## config.mk

```make
export PLATFORM = sky130hd
export DESIGN_NAME = bb_uart_tx_flat
export DESIGN_NICKNAME = d
export VERILOG_FILES = /design/src/rtl/bb_uart_tx_if.sv /design/src/rtl/bb_uart_tx.sv /design/src/flat_wrapper.sv
export SDC_FILE = /design/constraint.sdc
export NUM_CORES = 1
export LEC_CHECK = 0
export BUFFER_PORTS_ARGS = -buffer_cell sky130_fd_sc_hd__buf_4
export CAP_MARGIN = 20
export CORE_MARGIN = 3
export CORE_UTILIZATION = 50
export DETAILED_ROUTE_END_ITERATION = 8
export HOLD_SLACK_MARGIN = 0.02
export PLACE_DENSITY = 0.76
export SKIP_LAST_GASP = 1
export SLEW_MARGIN = 10
export SYNTH_ARGS = -nofsm -noshare
export SYNTH_HDL_FRONTEND = slang
export SYNTH_SLANG_ARGS = --single-unit
```

## constraint.sdc

```tcl
create_clock -name clk -period 2.1 [get_ports clk]
set_clock_uncertainty 0.05 [all_clocks]
set_input_delay 0.42 -clock clk [delete_from_list [all_inputs] [get_ports clk]]
set_output_delay 0.42 -clock clk [all_outputs]
set_load 0.03 [all_outputs]
```

## src/rtl/bb_uart_tx_if.sv

```systemverilog
// bb_uart_tx_if: byte handshake into the UART transmitter.
// tx_data/tx_valid from producer, tx_ready back from the transmitter.
interface bb_uart_tx_if #(
    parameter int DATA_BITS = 8
);
    logic [DATA_BITS-1:0] tx_data;
    logic                 tx_valid;
    logic                 tx_ready;

    modport master (
        output tx_data,
        output tx_valid,
        input  tx_ready
    );

    modport slave (
        input  tx_data,
        input  tx_valid,
        output tx_ready
    );
endinterface

```

## src/rtl/bb_uart_tx.sv

```systemverilog
// bb_uart_tx: UART transmitter, one bit per rising edge of bd_clk.
// Ports: clk, nrst (async low), bd_clk (baud strobe source),
//        tx (slave handshake: tx_data/tx_valid/tx_ready),
//        txd (serial line, idle high), busy (frame or byte pending).
module bb_uart_tx #(
    parameter int DATA_BITS = 8,
    parameter int STOP_BITS = 1,
    parameter int PARITY    = 0
) (
    input  logic        clk,
    input  logic        nrst,
    input  logic        bd_clk,
    bb_uart_tx_if.slave tx,
    output logic        txd,
    output logic        busy
);

    typedef enum logic [2:0] {
        IDLE,
        START,
        DATA,
        PAR,
        STOP
    } state_t;

    state_t               state;
    state_t               state_d;
    logic                 bd_q;
    logic                 tick;
    logic [DATA_BITS-1:0] hold;
    logic                 hold_full;
    logic [DATA_BITS-1:0] shift;
    logic [DATA_BITS-1:0] shift_d;
    logic [2:0]           bit_cnt;
    logic [2:0]           bit_cnt_d;
    logic                 stop_cnt;
    logic                 stop_cnt_d;
    logic                 par_q;
    logic                 par_d;
    logic                 txd_q;
    logic                 txd_d;
    logic                 load;
    logic                 accept;
    logic                 last_bit;
    logic                 stop_last;

    // bd_clk is generated on clk, so a plain edge detect is enough.
    assign tick      = bd_clk & ~bd_q;
    assign accept    = tx.tx_valid & ~hold_full;
    assign last_bit  = (bit_cnt == 3'(DATA_BITS - 1));
    assign stop_last = (stop_cnt == 1'(STOP_BITS - 1));

    assign tx.tx_ready = ~hold_full;
    assign txd         = txd_q;
    assign busy        = (state != IDLE) | hold_full;

    // State and datapath registers.
    always_ff @(posedge clk or negedge nrst) begin
        if (!nrst) begin
            state     <= IDLE;
            bd_q      <= 1'b1;
            hold      <= '0;
            hold_full <= 1'b0;
            shift     <= '0;
            bit_cnt   <= '0;
            stop_cnt  <= 1'b0;
            par_q     <= 1'b0;
            txd_q     <= 1'b1;
        end else begin
            state    <= state_d;
            bd_q     <= bd_clk;
            shift    <= shift_d;
            bit_cnt  <= bit_cnt_d;
            stop_cnt <= stop_cnt_d;
            par_q    <= par_d;
            txd_q    <= txd_d;
            if (accept) begin
                hold      <= tx.tx_data;
                hold_full <= 1'b1;
            end else if (load) begin
                hold_full <= 1'b0;
            end
        end
    end

    // Next-state logic; nothing moves without a tick.
    always_comb begin
        state_d = state;
        if (tick) begin
            unique case (state)
                IDLE:  if (hold_full) state_d = START;
                START: state_d = DATA;
                DATA: begin
                    if (last_bit)
                        state_d = (PARITY != 0) ? PAR : STOP;
                end
                PAR:   state_d = STOP;
                STOP: begin
                    if (stop_last)
                        state_d = hold_full ? START : IDLE;
                end
                default: state_d = IDLE;
            endcase
        end
    end

    // Line level and shift/counter updates for each tick.
    always_comb begin
        txd_d      = txd_q;
        shift_d    = shift;
        bit_cnt_d  = bit_cnt;
        stop_cnt_d = stop_cnt;
        par_d      = par_q;
        load       = 1'b0;
        if (tick) begin
            unique case (state)
                IDLE: begin
                    if (hold_full) begin
                        load  = 1'b1;
                        txd_d = 1'b0;
                    end
                end
                START: begin
                    txd_d     = shift[0];
                    bit_cnt_d = '0;
                end
                DATA: begin
                    shift_d   = shift >> 1;
                    bit_cnt_d = bit_cnt + 3'd1;
                    if (!last_bit) begin
                        txd_d = shift[1];
                    end else if (PARITY != 0) begin
                        txd_d = par_q;
                    end else begin
                        txd_d      = 1'b1;
                        stop_cnt_d = 1'b0;
                    end
                end
                PAR: begin
                    txd_d      = 1'b1;
                    stop_cnt_d = 1'b0;
                end
                STOP: begin
                    if (!stop_last) begin
                        stop_cnt_d = stop_cnt + 1'b1;
                    end else if (hold_full) begin
                        // Back-to-back: next start bit, no idle gap.
                        load  = 1'b1;
                        txd_d = 1'b0;
                    end
                end
                default: txd_d = 1'b1;
            endcase
        end
        if (load) begin
            shift_d = hold;
            par_d   = (^hold) ^ (PARITY == 2);
        end
    end

endmodule

```

## src/flat_wrapper.sv

```systemverilog
// flat-port wrapper written by rule: the top's interface ports become plain ports
module bb_uart_tx_flat 
#(
    parameter int DATA_BITS = 8,
    parameter int STOP_BITS = 1,
    parameter int PARITY    = 0
)
  (clk, nrst, bd_clk, txd, busy, tx_tx_data, tx_tx_valid, tx_tx_ready);
  bb_uart_tx_if #(.DATA_BITS(DATA_BITS)) tx_i ();
  input  logic clk;
  input  logic nrst;
  input  logic bd_clk;
  output logic txd;
  output logic busy;
  input wire logic [$bits(tx_i.tx_data)-1:0] tx_tx_data;
  input wire logic [$bits(tx_i.tx_valid)-1:0] tx_tx_valid;
  output wire logic [$bits(tx_i.tx_ready)-1:0] tx_tx_ready;
  assign tx_i.tx_data = tx_tx_data;
  assign tx_i.tx_valid = tx_tx_valid;
  assign tx_tx_ready = tx_i.tx_ready;
  bb_uart_tx #(.DATA_BITS(DATA_BITS), .STOP_BITS(STOP_BITS), .PARITY(PARITY)) u_core (.clk(clk), .nrst(nrst), .bd_clk(bd_clk), .tx(tx_i), .txd(txd), .busy(busy));
endmodule
```

==> results.md, run 1 <==
- Outcome: completed
- Critical Path RT: 1.63 ns
- Rows: 16
- Gpl congestion: 0.811
- First-pass GRT wire length: 3590 µm
- Port Buffer Count: 14
- CP startpoint kind: flop
- Setup TNS Final: 0 ns
- CTS Sinks: 25
- Final total power: 1.75 mW
- Vias in the first global route: 837
- DR vias: 825
- Max Fclk: 521 MHz
- Clk_lat worst skew: 0.31 ns
- Share of layout cells above drive strength 1: 0.248
- Yosys reg bits: 25
- Vias per cell: 5.43
- PD cells: 1340 nW/µm²
- Largest net degree at the start of global routing: 26
- Total gr overflow: 0
- Hold_sp: bd_clk
- Register area share after synthesis: 0.544
- Tmin final: 1.92 ns
- R2r startpoint: u_core.state[1]
- Clk slew on worst S/H paths: 0.12 ns
- Mean area per synthesized cell: 10.5 µm²
- Synthesized instance count: 110
- Hold Fails Final Rpt: 0
- Initial Util: 0.555
- I/O Pins: 15
- Die height: 54.1 µm
- Layout Cells excl Fill: 152
- Critical path class: flop to output pin
- Total GRT Usage: 0.172
- Hold Path Class: input pin to flop
- Leak Pwr: 0.563 nW
- Drt pass-1 iters: 4
- Post-DRT Antenna Nets: 0
- Synth Net Count: 124
- Synth warnings: 0
- Worst slew pin tran: 0.542 ns
- Slew headroom: 0.637
- Post-synth top area share: 0.498
- CTS Buffer Depth: 2
- Layout area overhead: 13.8%
- RSZ-0062 raised after global routing: no
- Final period utilization: 0.914
- WL/cell: 13.5 µm
- Final nets: 140
- Count of final setup violators: 0
- H-tree Lvls: 1
- Distinct cells, synth: 25
- Initial antenna violation count: 0
- Post-synth top area cell: dfrtp_1
- Worst Path Max Fanout: 15
- CTS Root Cell: clkbuf_4
- Max cap viols: 0
- Worst setup EP type: output pin
- Final HPWL DP: 1480 µm
- Max Slew Vio Count: 0
- Core area: 2080 µm²
- Largest cells by area after synthesis: dfrtp_1 50%, nand2_1 6.8%, mux2_2 5.9%
- Arr. time, crit path: 1.45 ns
- Worst IR Drop VDD: 0.762 mV
- CTS tree: built
- Drt total wl: 2050 µm
- Hold WS: 0.162 ns
- Cells after DPL: 147
- Initial drt markers: 14
- Die ar.: 2920 µm²
- # Post-CTS Setup Buffers: 0
- N_diodes: 0
- DIE WIDTH: 54.1 µm
- Residual DRC: 0
- Post-Syn Area: 1150 µm²
- Crit path from: u_core.state[1]
- Clock buffer count from CTS: 3
[per-layer routing]
| metal | global-route usage | up-vias | part of all wire |
|---|---|---|---|
| li1 | - | 410 | - |
| met1 | 0.224 | 396 | 0.47 |
| met2 | 0.272 | 17 | 0.48 |
| met3 | 0.0332 | 2 | 0.041 |
| met4 | 0.0871 | 0 | 0.013 |
| met5 | 0 | - | 0 |
[sequential cells by signal, indices dropped and copies added (netlist names)]
name and flops:
u_core.hold 8, u_core.txd 1, u_core.bd_q 1, u_core.state 3, u_core.hold_full 1, u_core.bit_cnt 3
u_core.shift 8
[what timing repair did]
item                                   in CTS  in global routing
setup endpoints to repair                   0                  1
hold buffers                                1                  0
endpoints found under the hold margin      23                  0
gates resized for setup                     0                  1
[cells by family after synthesis]
| family | after synthesis | share of synthesized area |
|---|---|---|
| buffers and inverters | 8 | 0.0347 |
| AO/OA/AOI/OAI | 20 | 0.124 |
| multiplexers | 9 | 0.0867 |
| adder cells (fa/ha/maj) | 2 | 0.0217 |
| AND/OR/NAND/NOR | 46 | 0.190 |
| flip-flops | 25 | 0.544 |
[per-stage QoR]
step	cell area (µm²)	worst slack [ns]	utilization
5_1_grt	1310	0.00427	0.631
6_report	1310	0.180	0.631
3_5_place_dp	1280	0.329	0.613
2_1_floorplan	1150	0.537	-
4_1_cts	1310	0.181	0.630
3_3_place_gp	1280	0.429	0.613
[cell usage in the layout, fill, tap and decap left out]
cell           netlist  routed
a211oi_4             1       1
a21oi_1              1       1
a31oi_1              9       9
buf_4                0      16
clkbuf_1             3       1
clkbuf_4             0       3
dfrtp_1             23      22
dfrtp_2              0       1
dfstp_2              2       2
dlygate4sd3_1        0       1
ha_1                 2       2
inv_1                1       1
inv_2                1       1
mux2_1               2       2
mux2_2               6       6
mux2i_1              1       1
nand2_1             21      21
nand2b_1             4       4
nor2_1              11      11
nor2b_1              3       3
nor3_1               4       4
nor4_4               1       1
o21ai_0              4       4
o2bb2ai_1            3       3
o31ai_1              2       2
or3_1                1       1
or4_1                1       1
[worst max-delay path, cell delays in order (launching register included)]
cell	delay [ns]
dfrtp_1	0.59
nor3_1	0.30
nand2b_1	0.08
buf_4	0.17
[final timing paths]
kind                                   end  slack (ns)  cells after the start
setup reg to reg           u_core.shift[6]        0.30                      4
hold reg to reg                 u_core.txd        0.46                      2
setup / recovery                      busy        0.18                      3
hold / removal                 u_core.bd_q        0.16                      1
min in group asynchronous  u_core.shift[2]        0.48                      2
max in group asynchronous      u_core.bd_q        1.24                      2
[area by class of cell]
cell class | count | area [µm²]
flip-flops and latches | 25 | 629
multi-input cells | 77 | 487
clock buffers | 4 | 26.3
inverters | 2 | 7.51
repair buffers | 17 | 130
well taps | 27 | 33.8
fillers | 175 | 768
[Yosys cell counts, drive strengths merged]
master,n
a211oi,1
nand2b,4
nor4,1
or3,1
dfstp,2
inv,2
nand2,21
or4,1
buf,3
dfrtp,23
nor3,4
o31ai,2
clkbuf,3
ha,2
mux2,8
nor2,11
nor2b,3
o21ai,4
a21oi,1
mux2i,1
a31oi,9
o2bb2ai,3
[report_power, final]
group          switching [mW]  internal [mW]
Clock                   0.132         0.0743
Combinational           0.320          0.307
Sequential              0.214          0.707
Total                   0.666           1.09
Note: power is estimated with default switching activity, not from simulation.
==> run 2: changes to the inputs <==
- BUFFER_PORTS_ARGS: -buffer_cell sky130_fd_sc_hd__buf_4 -> unset
- DONT_BUFFER_PORTS: unset -> 1
- PLACE_DENSITY: 0.76 -> 0.7
==> run 2 against run 1 <==
  * Combinational power decreased by 12%
  * Routed wire length decreased by 8.6%
  * First-iteration DRC count increased by 7.1%
  * Cell count decreased by 8.6%
  * Critical path type unchanged
  * Critical endpoint unchanged
  * Largest cell class unchanged
  * Highest routed layer unchanged
==> results.md, run 2 (synthesis gave the netlist of run 1 again) <==
- PD cells: 1390 nW/µm² (+4.4%)
- Total gr overflow: 0 (unchanged)
- Tmin final: 1.90 ns (-0.0203 ns)
- Commonest non-fill, non-tap cell in the layout: dfrtp_1
- CTS Buffer Depth: 2 (unchanged)
- I/O Pins: 15 (unchanged)
- Worst Path Max Fanout: 13 (-2)
- Util after Layout: 0.582 (-0.0487)
- R2r setup slk: 0.35 ns (+0.05 ns)
- Slew headroom: 0.626 (-0.0114)
- DIE WIDTH: 54.1 µm (unchanged)
- DR vias: 761 (-7.8%)
- WL/cell: 13.5 µm (about the same)
- Clk slew on worst S/H paths: 0.13 ns (about the same)
- Hold WS: 0.0187 ns (-0.143 ns)
- Max Slew Vio Count: 0 (unchanged)
- Worst Path Buf+Inv: 0 (-1)
- Die height: 54.1 µm (unchanged)
- Worst setup EP type: output pin
- Port Buffer Count: 0 (-14)
- Largest net degree at the start of global routing: 26 (unchanged)
- Most frequent cells in the layout: 23 x dfrtp_1, 21 x nand2_1, 11 x nor2_1, 9 x a31oi_1, 6 x mux2_2
- CP Cell Sequence: nor3_1 > nand2b_1
- Core area: 2080 µm² (unchanged)
- Arr. time, crit path: 1.43 ns (-0.02 ns)
- Count of final setup violators: 0 (unchanged)
- CP startpoint kind: flop
- Setup TNS Final: 0 ns (unchanged)
- Final HPWL DP: 1420 µm (-4.5%)
- Max Fclk: 526 MHz (+1.1%)
- Worst IR Drop VDD: 0.771 mV (+1.1%)
- DP Area: 1170 µm² (-8.2%)
- Worst slew pin tran: 0.560 ns (+0.0171 ns)
- Clock buffer count from CTS: 3 (unchanged)
- Residual DRC: 0 (unchanged)
- Final instance area: 1210 µm² (-7.7%)
- Vias per cell: 5.47 (+0.87%)
- H-tree Lvls: 1 (unchanged)
- Final nets: 127 (-9.3%)
- Initial antenna violation count: 0 (unchanged)
- Critical path class: flop to output pin
- Max cap viols: 0 (unchanged)
- Critical Path RT: 1.63 ns (about the same)
- Leak Pwr: 0.501 nW (-11%)
- Final total power: 1.69 mW (-3.6%)
- Cells after DPL: 133 (-9.5%)
- Cells on worst reg2reg path: 4 (unchanged)
- R2r startpoint: u_core.state[1]
- CTS Root Cell: clkbuf_4
- Share of layout cells above drive strength 1: 0.152 (-0.0962)
- CTS resizes: 0 (unchanged)
- Dpl ws: 0.334 ns (+0.00424 ns)
- Hold Path Class: input pin to async pin
- # Post-CTS Setup Buffers: 0 (unchanged)
- Top Family by Delay on Critical Path: flip-flops
- Slowest stage delay, CP: 0.57 ns (-0.02 ns)
- Post-route setup slack: 0.200 ns (+0.0203 ns)
- N_diodes: 0 (unchanged)
- CTS Sinks: 25 (unchanged)
- Initial drt markers: 15 (+1)
- Layout area overhead: 4.98%
- Vias in the first global route: 714 (-15%)
- CTS tree: built
- First-pass GRT wire length: 3190 µm (-11%)
- Rows: 16 (unchanged)
- Drt pass-1 iters: 4 (unchanged)
- RR Endpoint: u_core.shift[2]
- Hold Fails Final Rpt: 0 (unchanged)
- Final period utilization: 0.905 (-0.00964)
- Drt total wl: 1870 µm (-8.6%)
- Largest registers: u_core.hold x8, u_core.shift x8
- Outcome: completed
- Initial Util: 0.555 (unchanged)
- RSZ-0062 raised after global routing: no
- Layout Cells excl Fill: 139 (-8.6%)
- Post-DRT Antenna Nets: 0 (unchanged)
- Clk_lat worst skew: 0.31 ns (about the same)
- Die ar.: 2920 µm² (unchanged)
- Gpl congestion: 0.750 (-7.4%)
- Critical-path top delay cell: dfrtp_1
- Total GRT Usage: 0.154 (-0.0181)
-- run 2: cell types whose count changed in the layout (fill, tap and decap cells not counted), sizes merged --
| cell | before | now |
|---|---|---|
| buf | 16 | 3 |
-- run 2: final cells by class --
cell class	instances	area [µm²]
Tap cell	27	33.8
Multi-Input combinational cell	77	487
Sequential cell	25	628
Inverter	2	7.51
Clock buffer	4	26.3
Timing Repair Buffer	4	30.0
Fill cell	191	870
-- run 2: worst max path at each step --
stage                               start              end  slack, ns  depth (start not counted)
after global placement    u_core.state[0]  u_core.shift[5]       0.41                          3
after global routing      u_core.state[0]             busy       0.10                          2
after CTS                 u_core.state[0]             busy       0.17                          2
final                     u_core.state[0]             busy       0.20                          2
after detailed placement  u_core.state[1]  u_core.shift[2]       0.33                          4
after floorplan           u_core.state[0]             busy       0.54                          3
-- run 2: per-layer routing --
layer,track usage,wire length [µm],vias to the layer above
li1,-,-,384
met3,0.0499,99,4
met1,0.213,883,356
met5,0,0,-
met4,0.0498,31,0
met2,0.228,858,17
-- run 2: worst register-to-register path, stage by stage (launching register included) --
cell	delay [ns]
dfrtp_1	0.64
nand2b_1	0.18
a211oi_4	0.55
nor2_1	0.08
a31oi_1	0.19
-- run 2: what timing repair did --
| action | 4_1_cts | 5_1_grt |
|---|---|---|
| endpoints found under the setup margin | 0 | 0 |
| endpoints found under the hold margin | 25 | 1 |
| hold buffers | 1 | 1 |
-- run 2: power breakdown --
part	switching (mW)	leakage, nW	internal (mW)
combinational	0.283	0.203	0.267
clock	0.128	0.0150	0.0740
sequential	0.231	0.284	0.707
